===== src/rtl/calc_pkg.sv =====
// Shared constants and types for the calculator datapath and its front-end.
package calc_pkg;

    localparam int unsigned NUM_SW  = 8;
    localparam int unsigned NUM_BTN = 3;
    localparam int unsigned NUM_IN  = NUM_SW + NUM_BTN;

    localparam int unsigned BTN_ADD = 0;
    localparam int unsigned BTN_SUB = 1;
    localparam int unsigned BTN_CLR = 2;

    localparam int unsigned DEBOUNCE_CYCLES_DEFAULT = 1_000_000;

    typedef logic [NUM_SW-1:0]  sw_t;
    typedef logic [NUM_BTN-1:0] btn_t;

endpackage


===== src/rtl/input_conditioner_if.sv =====
// Board-pin side and conditioned side of the input front-end.
interface input_conditioner_if;
    import calc_pkg::*;

    sw_t  sw_raw;
    btn_t btn_raw;
    sw_t  sw;
    btn_t btn_level;
    btn_t btn_press;
    logic sw_update;

    modport master (
        output sw_raw, btn_raw,
        input  sw, btn_level, btn_press, sw_update
    );

    modport slave (
        input  sw_raw, btn_raw,
        output sw, btn_level, btn_press, sw_update
    );

endinterface


===== src/rtl/debounce_bit.sv =====
// Two-flop synchroniser followed by a hold-counter debouncer for one raw input.
module debounce_bit #(
    parameter int unsigned DEBOUNCE_CYCLES = 4,
    parameter int unsigned CNT_W           = $clog2(DEBOUNCE_CYCLES)
) (
    input  logic clk,
    input  logic rst_n,
    input  logic i_raw,
    output logic o_q,
    output logic o_q_next
);

    localparam logic [CNT_W-1:0] CNT_MAX = CNT_W'(DEBOUNCE_CYCLES - 1);

    logic             r_sync1;
    logic             r_sync2;
    logic [CNT_W-1:0] r_cnt;
    logic [CNT_W-1:0] w_cnt_next;
    logic             r_q;
    logic             w_q_next;

    // Any cycle where the synchronised input agrees with q restarts the count.
    always_comb begin
        w_q_next   = r_q;
        w_cnt_next = '0;
        if (r_sync2 != r_q) begin
            if (r_cnt >= CNT_MAX) begin
                w_q_next = r_sync2;
            end else begin
                w_cnt_next = r_cnt + 1'b1;
            end
        end
    end

    always_ff @(posedge clk or negedge rst_n) begin
        if (!rst_n) begin
            r_sync1 <= 1'b0;
            r_sync2 <= 1'b0;
            r_cnt   <= '0;
            r_q     <= 1'b0;
        end else begin
            r_sync1 <= i_raw;
            r_sync2 <= r_sync1;
            r_cnt   <= w_cnt_next;
            r_q     <= w_q_next;
        end
    end

    assign o_q      = r_q;
    assign o_q_next = w_q_next;

endmodule


===== src/rtl/input_conditioner.sv =====
// Synchronises and debounces switches and buttons; emits press and switch-update pulses.
module input_conditioner
    import calc_pkg::*;
#(
    parameter int unsigned DEBOUNCE_CYCLES = DEBOUNCE_CYCLES_DEFAULT,
    parameter int unsigned CNT_W           = $clog2(DEBOUNCE_CYCLES)
) (
    input logic                clk,
    input logic                rst_n,
    input_conditioner_if.slave bus
);

    logic [NUM_IN-1:0] w_raw;
    logic [NUM_IN-1:0] w_q;
    logic [NUM_IN-1:0] w_q_next;

    sw_t  w_sw_q;
    sw_t  w_sw_next;
    btn_t w_btn_q;
    btn_t w_btn_next;

    btn_t r_btn_press;
    logic r_sw_update;

    assign w_raw = {bus.btn_raw, bus.sw_raw};

    for (genvar gi = 0; gi < NUM_IN; gi++) begin : g_bit
        debounce_bit #(
            .DEBOUNCE_CYCLES (DEBOUNCE_CYCLES),
            .CNT_W           (CNT_W)
        ) u_debounce (
            .clk      (clk),
            .rst_n    (rst_n),
            .i_raw    (w_raw[gi]),
            .o_q      (w_q[gi]),
            .o_q_next (w_q_next[gi])
        );
    end

    assign w_sw_q     = w_q[NUM_SW-1:0];
    assign w_sw_next  = w_q_next[NUM_SW-1:0];
    assign w_btn_q    = w_q[NUM_IN-1:NUM_SW];
    assign w_btn_next = w_q_next[NUM_IN-1:NUM_SW];

    // Pulses are computed from the next q so they land on the same edge as acceptance.
    always_ff @(posedge clk or negedge rst_n) begin
        if (!rst_n) begin
            r_btn_press <= '0;
            r_sw_update <= 1'b0;
        end else begin
            r_btn_press <= w_btn_next & ~w_btn_q;
            r_sw_update <= |(w_sw_next ^ w_sw_q);
        end
    end

    assign bus.sw        = w_sw_q;
    assign bus.btn_level = w_btn_q;
    assign bus.btn_press = r_btn_press;
    assign bus.sw_update = r_sw_update;

endmodule


===== src/flat_wrapper.sv =====
// flat-port wrapper written by rule: the top's interface ports become plain ports
module input_conditioner_flat import calc_pkg::*;
#(
    parameter int unsigned DEBOUNCE_CYCLES = DEBOUNCE_CYCLES_DEFAULT,
    parameter int unsigned CNT_W           = $clog2(DEBOUNCE_CYCLES)
)
  (clk, rst_n, bus_sw_raw, bus_btn_raw, bus_sw, bus_btn_level, bus_btn_press, bus_sw_update);
  input_conditioner_if bus_i ();
  input logic clk;
  input logic rst_n;
  input wire logic [$bits(bus_i.sw_raw)-1:0] bus_sw_raw;
  input wire logic [$bits(bus_i.btn_raw)-1:0] bus_btn_raw;
  output wire logic [$bits(bus_i.sw)-1:0] bus_sw;
  output wire logic [$bits(bus_i.btn_level)-1:0] bus_btn_level;
  output wire logic [$bits(bus_i.btn_press)-1:0] bus_btn_press;
  output wire logic [$bits(bus_i.sw_update)-1:0] bus_sw_update;
  assign bus_i.sw_raw = bus_sw_raw;
  assign bus_i.btn_raw = bus_btn_raw;
  assign bus_sw = bus_i.sw;
  assign bus_btn_level = bus_i.btn_level;
  assign bus_btn_press = bus_i.btn_press;
  assign bus_sw_update = bus_i.sw_update;
  input_conditioner #(.DEBOUNCE_CYCLES(DEBOUNCE_CYCLES), .CNT_W(CNT_W)) u_core (.clk(clk), .rst_n(rst_n), .bus(bus_i));
endmodule

===== config.mk =====
export PLATFORM = sky130hd
export DESIGN_NAME = input_conditioner_flat
export DESIGN_NICKNAME = d
export VERILOG_FILES = /design/src/rtl/calc_pkg.sv /design/src/rtl/input_conditioner_if.sv /design/src/rtl/debounce_bit.sv /design/src/rtl/input_conditioner.sv /design/src/flat_wrapper.sv
export SDC_FILE = /design/constraint.sdc
export NUM_CORES = 1
export LEC_CHECK = 0
export BUFFER_PORTS_ARGS = -buffer_cell sky130_fd_sc_hd__buf_2
export CAP_MARGIN = 0
export CORE_ASPECT_RATIO = 1.1
export CORE_MARGIN = 2
export CORE_UTILIZATION = 50
export DETAILED_ROUTE_END_ITERATION = 16
export MAX_ROUTING_LAYER = met4
export PLACE_DENSITY = 0.76
export SLEW_MARGIN = 20
export SYNTH_ARGS = -nofsm -noshare
export SYNTH_HDL_FRONTEND = slang
export SYNTH_SLANG_ARGS = --single-unit

===== constraint.sdc =====
create_clock -name clk -period 2.55 [get_ports clk]
set_input_delay 0.255 -clock clk [delete_from_list [all_inputs] [get_ports clk]]
set_output_delay 0.255 -clock clk [all_outputs]
set_load 0.02 [all_outputs]

# After elaboration in Yosys (flattened, before gate mapping)
# Index checks and enable logic that the tools add are counted.
dict set report op_classes {
  addsub 11
  n_mul 0
  div_mod_pow 0
  n_lt_le_gt_ge 11
  eq_ne 11
  n_shift 0
  mux 44
  n_bitwise 3
  reduce_logical 1
}
# op n
set ops {}
lappend ops {{20-bit 2-to-1 mux} 22}
lappend ops {{20-bit by 1-bit adder with 20-bit output, second input constant} 11}
lappend ops {{20-bit >= comparator, second input constant} 11}
lappend ops {{1-bit 2-to-1 mux} 22}
lappend ops {{1-bit != test} 11}
lappend ops {{8-bit OR reduction} 1}
lappend ops {{8-bit XOR} 1}
lappend ops {{3-bit bitwise AND} 1}
lappend ops {{3-bit NOT} 1}
dict set report totals {
  regBits 257
  latchBits 0
  mem_bits_rw 0
  romBits 0
  in_bits 13
  out_inout_bits 15
  memories 0
}

# Logic depth before layout (Yosys ltp)
dict set report depth {
  word_depth 5
  depth_mapped 9
  mapped_depth_nobuf 7
}

# Cells and area by module
# A second synthesis with hierarchy kept.
dict set report hier_totals {
  cells_unflattened 1280
  hier_area_um2 13200.2
}
# module n_inst cells_per_inst area_each_um2 seq_area_each_um2
set modules_own_cells {}
lappend modules_own_cells {{debounce_bit at u_core.g_bit[0].u_debounce ...} 10 114 1169.9 575.6}
lappend modules_own_cells {{debounce_bit at u_core.g_bit[9].u_debounce} 1 122 1296.2 575.6}
lappend modules_own_cells {input_conditioner 1 18 205.2 100.1}

# Least setup slack after synthesis
# Ideal clock, no wire load.
dict set report synth_timing {
  kind {register -> register}
  startpoint {register u_core.g_bit[9].u_debounce.r_cnt[0]}
  endpoint {register u_core.g_bit[9].u_debounce.r_cnt[10]}
  setup_ns 0.071
  arrival_ns 1.882
  path_slack_ns 0.597
  stages_incl_launch_ff 10
  path_buffers 2
  synth_period_minus_slack_ns 1.953
  path_cell_list {dfrtp_1 -> ha_1 -> and3_1 -> buf_2 -> and3_1 -> o41ai_1 -> a31oi_1 -> nand2b_1 -> buf_2 -> nor2_1}
}
dict set report synth_between {
  elab_chain_cells 3
}
# element line
set synth_rtl {}
lappend synth_rtl {{start: declaration} debounce_bit.sv:17} ;# logic [CNT_W-1:0] r_cnt;
lappend synth_rtl {{start signal: assignment} debounce_bit.sv:44} ;# r_cnt <= w_cnt_next;
lappend synth_rtl {{20-bit by 1-bit adder with 20-bit output / 20-bit >= comparator (equally long branches)} {debounce_bit.sv:30, debounce_bit.sv:27}}
lappend synth_rtl {{20-bit 2-to-1 mux *} debounce_bit.sv:27} ;# if (r_cnt >= CNT_MAX) begin
lappend synth_rtl {{20-bit 2-to-1 mux *} debounce_bit.sv:26} ;# if (r_sync2 != r_q) begin
lappend synth_rtl {{named net u_core.g_bit[9].u_debounce.w_cnt_next[10]} debounce_bit.sv:18} ;# logic [CNT_W-1:0] w_cnt_next;
# Mark *: on every way through the listed nets, which the timed path passes. The rest lies on a longest branch.

# Final worst setup path
dict set report layout_timing {
  startpoint {register u_core.g_bit[8].u_debounce.r_cnt[0]}
  endpoint {register u_core.g_bit[8].u_debounce.r_cnt[14]}
}
dict set report layout_between {
  elab_chain_cells 3
}
# element line
set layout_rtl {}
lappend layout_rtl {{start: declaration} debounce_bit.sv:17}
lappend layout_rtl {{start signal: assignment} debounce_bit.sv:44}
lappend layout_rtl {{20-bit by 1-bit adder with 20-bit output / 20-bit >= comparator (equally long branches)} {debounce_bit.sv:30, debounce_bit.sv:27}}
lappend layout_rtl {{20-bit 2-to-1 mux *} debounce_bit.sv:27}
lappend layout_rtl {{20-bit 2-to-1 mux *} debounce_bit.sv:26}
lappend layout_rtl {{named net u_core.g_bit[8].u_debounce.w_cnt_next[14]} debounce_bit.sv:18}
# Marks and branches as above.

==> metrics.yaml <==
h-tree-depth: 1
vdd_drop_max_uv: 579
p_per_area_nw_per_um2: 638
rsz0062_at_grt: "no"
io_pins: 28
tns_ns: 0
via_per_inst: 5.33
slowest_stage: "dfrtp_1"
drt_iter0_markers: 352
cts_hold_buf: 12
yosys.area_share.adder_pct: 1.17
ant_nets: 0
drt_wl_total_um: 20900
vias: 8118
utilization_pct: 57.8
crit_type: "flip-flop to flip-flop"
cts_sinks: 257
dieArea_sq_um: 24800
grt_pass1_wl_um: 37000
required_ns: 2.99
cts_setup_buffers: 0
cts_tree: "yes"
nets: 1227
hp-class: "input port to async pin"
clock_path_buffers: 3
ys_types: 50
overflow: 0
muxShareOfSynthArea_pct: 0.956
status: "finished, final reports clean"
synthSimpleGateAreaFrac_pct: 22.8
syn_area_sq_um: 11800
cpPeakStageDelay_ns: 0.40
period_minus_slack_ns: 2.15
synth_compound_area_share_pct: 3.48
maxSlewViolCount: 0
gp_congestion: 0.816
setup_violations: 0
portBuffers: 27
clk_pin_slew_ns: 0.06
critPathMaxFanout: 20
cts.repair.resized: 0
hpwl_um: 13300
synthCells: 1158
area_growth_syn_to_layout_pct: 12.8
fin_total_pwr_w: 0.00847
ff2ff_path_depth: 8
antenna_found_initial: 0
core_area_sq_um: 23000
drv_cap: 0
synth_edf_count: 0
cts_buffers: 27
ys_ff_latch: 257
rows: 58
slew_headroom_pct: 61.4
fin_skew_ns: 0.0100
ctsRootBufferMaster: "clkbuf_16"
grt_max_degree: 94
yosysWarnings: 0
antenna_cells: 0
r2r_slack_ns: 0.40
crit_path_start_kind: "flip-flop"
initial_utilization_pct: 51.2
synth_xor_area_share_pct: 14.6
critPathArrivalTime_ns: 2.59
grt_pass1_vias: 8163
synth_top_family_by_area: "simple AND/OR/NAND/NOR gates"
ys_seq_area_share_pct: 54.6
clkLatencyLatePin_ns: 0.53
die_x_um: 150
hold_viol: 0
wire_per_inst_um: 13.7
p_leak_nw: 5.99
die_h_um: 165
crit-reg2reg-launch: "u_core.g_bit[8].u_debounce.r_cnt[0]"
worstPathCellList: "ha_1 -> and4_4 -> a2111oi_2 -> o21ai_1 -> a21oi_2 -> nor2_1 -> buf_4 -> nor3_1"
worst_slew_pin_slew_ns: 0.575
fin_crit_sh_pct: 84.3
ys.flop_type: "dfrtp_1"
avgSynthCellArea_sq_um: 10.2
critPathCaptureType: "flip-flop"
clock.fmax_mhz: 465
synth_fp_nets: 1182
synthArstFlopShare_pct: 100
remaining_drc_errors: 0
grt_usage_pct: 18.2
first_pass_iters: 4
r2r-end: "u_core.g_bit[8].u_debounce.r_cnt[14]"
drive_gt1_share_pct: 8.75
-- critical path, delay by kind of cell (launching register included) --
kind            cells  cell delay [ns]
flops               1             0.40
compound gates      3             0.71
fa+ha+maj           1             0.25
buf+inv             1             0.20
simple gates        3             0.49
-- power breakdown --
| part | internal, W | switching, W |
|---|---|---|
| registers | 0.00414 | 0.0000540 |
| logic | 0.0000890 | 0.000180 |
| clock network | 0.00244 | 0.00157 |
-- worst max-delay path by stage --
stage                     slack, ns                                   end                                start  cells past startpoint
final                          0.40  u_core.g_bit[8].u_debounce.r_cnt[14]  u_core.g_bit[8].u_debounce.r_cnt[0]                      8
after CTS                      0.37   u_core.g_bit[9].u_debounce.r_cnt[8]  u_core.g_bit[9].u_debounce.r_cnt[0]                      8
after global placement         0.48   u_core.g_bit[8].u_debounce.r_cnt[1]  u_core.g_bit[8].u_debounce.r_cnt[0]                      8
after detailed placement       0.40   u_core.g_bit[8].u_debounce.r_cnt[7]  u_core.g_bit[8].u_debounce.r_cnt[0]                      8
after floorplan                0.60  u_core.g_bit[9].u_debounce.r_cnt[10]  u_core.g_bit[9].u_debounce.r_cnt[0]                      9
after global routing           0.22   u_core.g_bit[9].u_debounce.r_cnt[8]  u_core.g_bit[9].u_debounce.r_cnt[0]                      8
-- layer usage --
layer  share of wire, %  global-route usage, %  vias up
li1                   -                      -     3996
met1                 45                   23.2     3976
met2                 49                   30.6      108
met3                3.3                   2.54       38
met4                2.1                   5.06        0
met5                  0                      -        -
-- registers in the layout (all words and copies together), names as in the netlist --
name	cells
u_core.g_bit.u_debounce.o_q	11
u_core.bus.sw_update	1
u_core.bus.btn_press	3
u_core.g_bit.u_debounce.r_sync2	11
u_core.g_bit.u_debounce.r_cnt	220
u_core.g_bit.u_debounce.r_sync1	11
-- layout by cell type, fill, tap and decap left out, types with 10 or more instances in the layout --
cell type,instances
dfrtp_1,257
nor2_1,234
xor2_1,133
nand3_1,87
nand2_1,73
xnor2_1,64
and3_1,39
nand4_1,35
nor3_1,35
clkbuf_16,27
buf_2,26
and4_1,22
inv_1,18
o21ai_0,13
a21oi_1,12
dlygate4sd3_1,12
buf_4,12
ha_1,11
mux2_2,10
-- per-stage QoR --
stage	cells	worst slack (ns)	hold WS (ns)	cell area, sq um
finish	1523	0.400	0.122	13300
global route	1523	0.217	0.117	13300
CTS	1523	0.374	0.103	13300
detailed placement	1462	0.403	0.0788	12200
global placement	1462	0.479	0.0770	12200
floorplan	1158	0.597	-0.0406	11800
-- synth_stat cells (all sizes together), types with 6 or more instances --
cell / n / share of area (%)
and3: 39 / 2.1
dfrtp: 257 / 55
o21ai: 20 / 0.85
nand4: 35 / 1.9
a31oi: 9 / 0.48
ha: 11 / 1.2
xor2: 133 / 9.9
buf: 23 / 1.3
nor3: 35 / 1.5
and4: 23 / 1.7
nand3: 87 / 3.7
inv: 18 / 0.57
and2: 6 / 0.32
nand2: 74 / 2.4
nand2b: 6 / 0.32
nor4: 6 / 0.37
xnor2: 64 / 4.8
clkbuf: 15 / 0.48
mux2: 10 / 0.96
nor2: 234 / 7.5
or4: 6 / 0.38
a21oi: 13 / 0.58
-- cells by family (layout without fill, tap and decap cells) --
family | count (synthesis) | after routing
mux | 10 | 10
flops | 257 | 257
compound gates | 63 | 63
simple gates | 564 | 564
fa+ha+maj | 11 | 11
xor+xnor | 197 | 197
buf+inv | 56 | 121
-- layout make-up --
class / count / area [sq um]
fill: 1920 / 9720
sequential: 257 / 6430
multi-input combinational: 845 / 5070
clock buffer: 36 / 779
timing repair buffer: 54 / 415
tap: 300 / 375
clock inverter: 13 / 144
inverter: 18 / 67.6
Power figures use the tool's default switching activity.
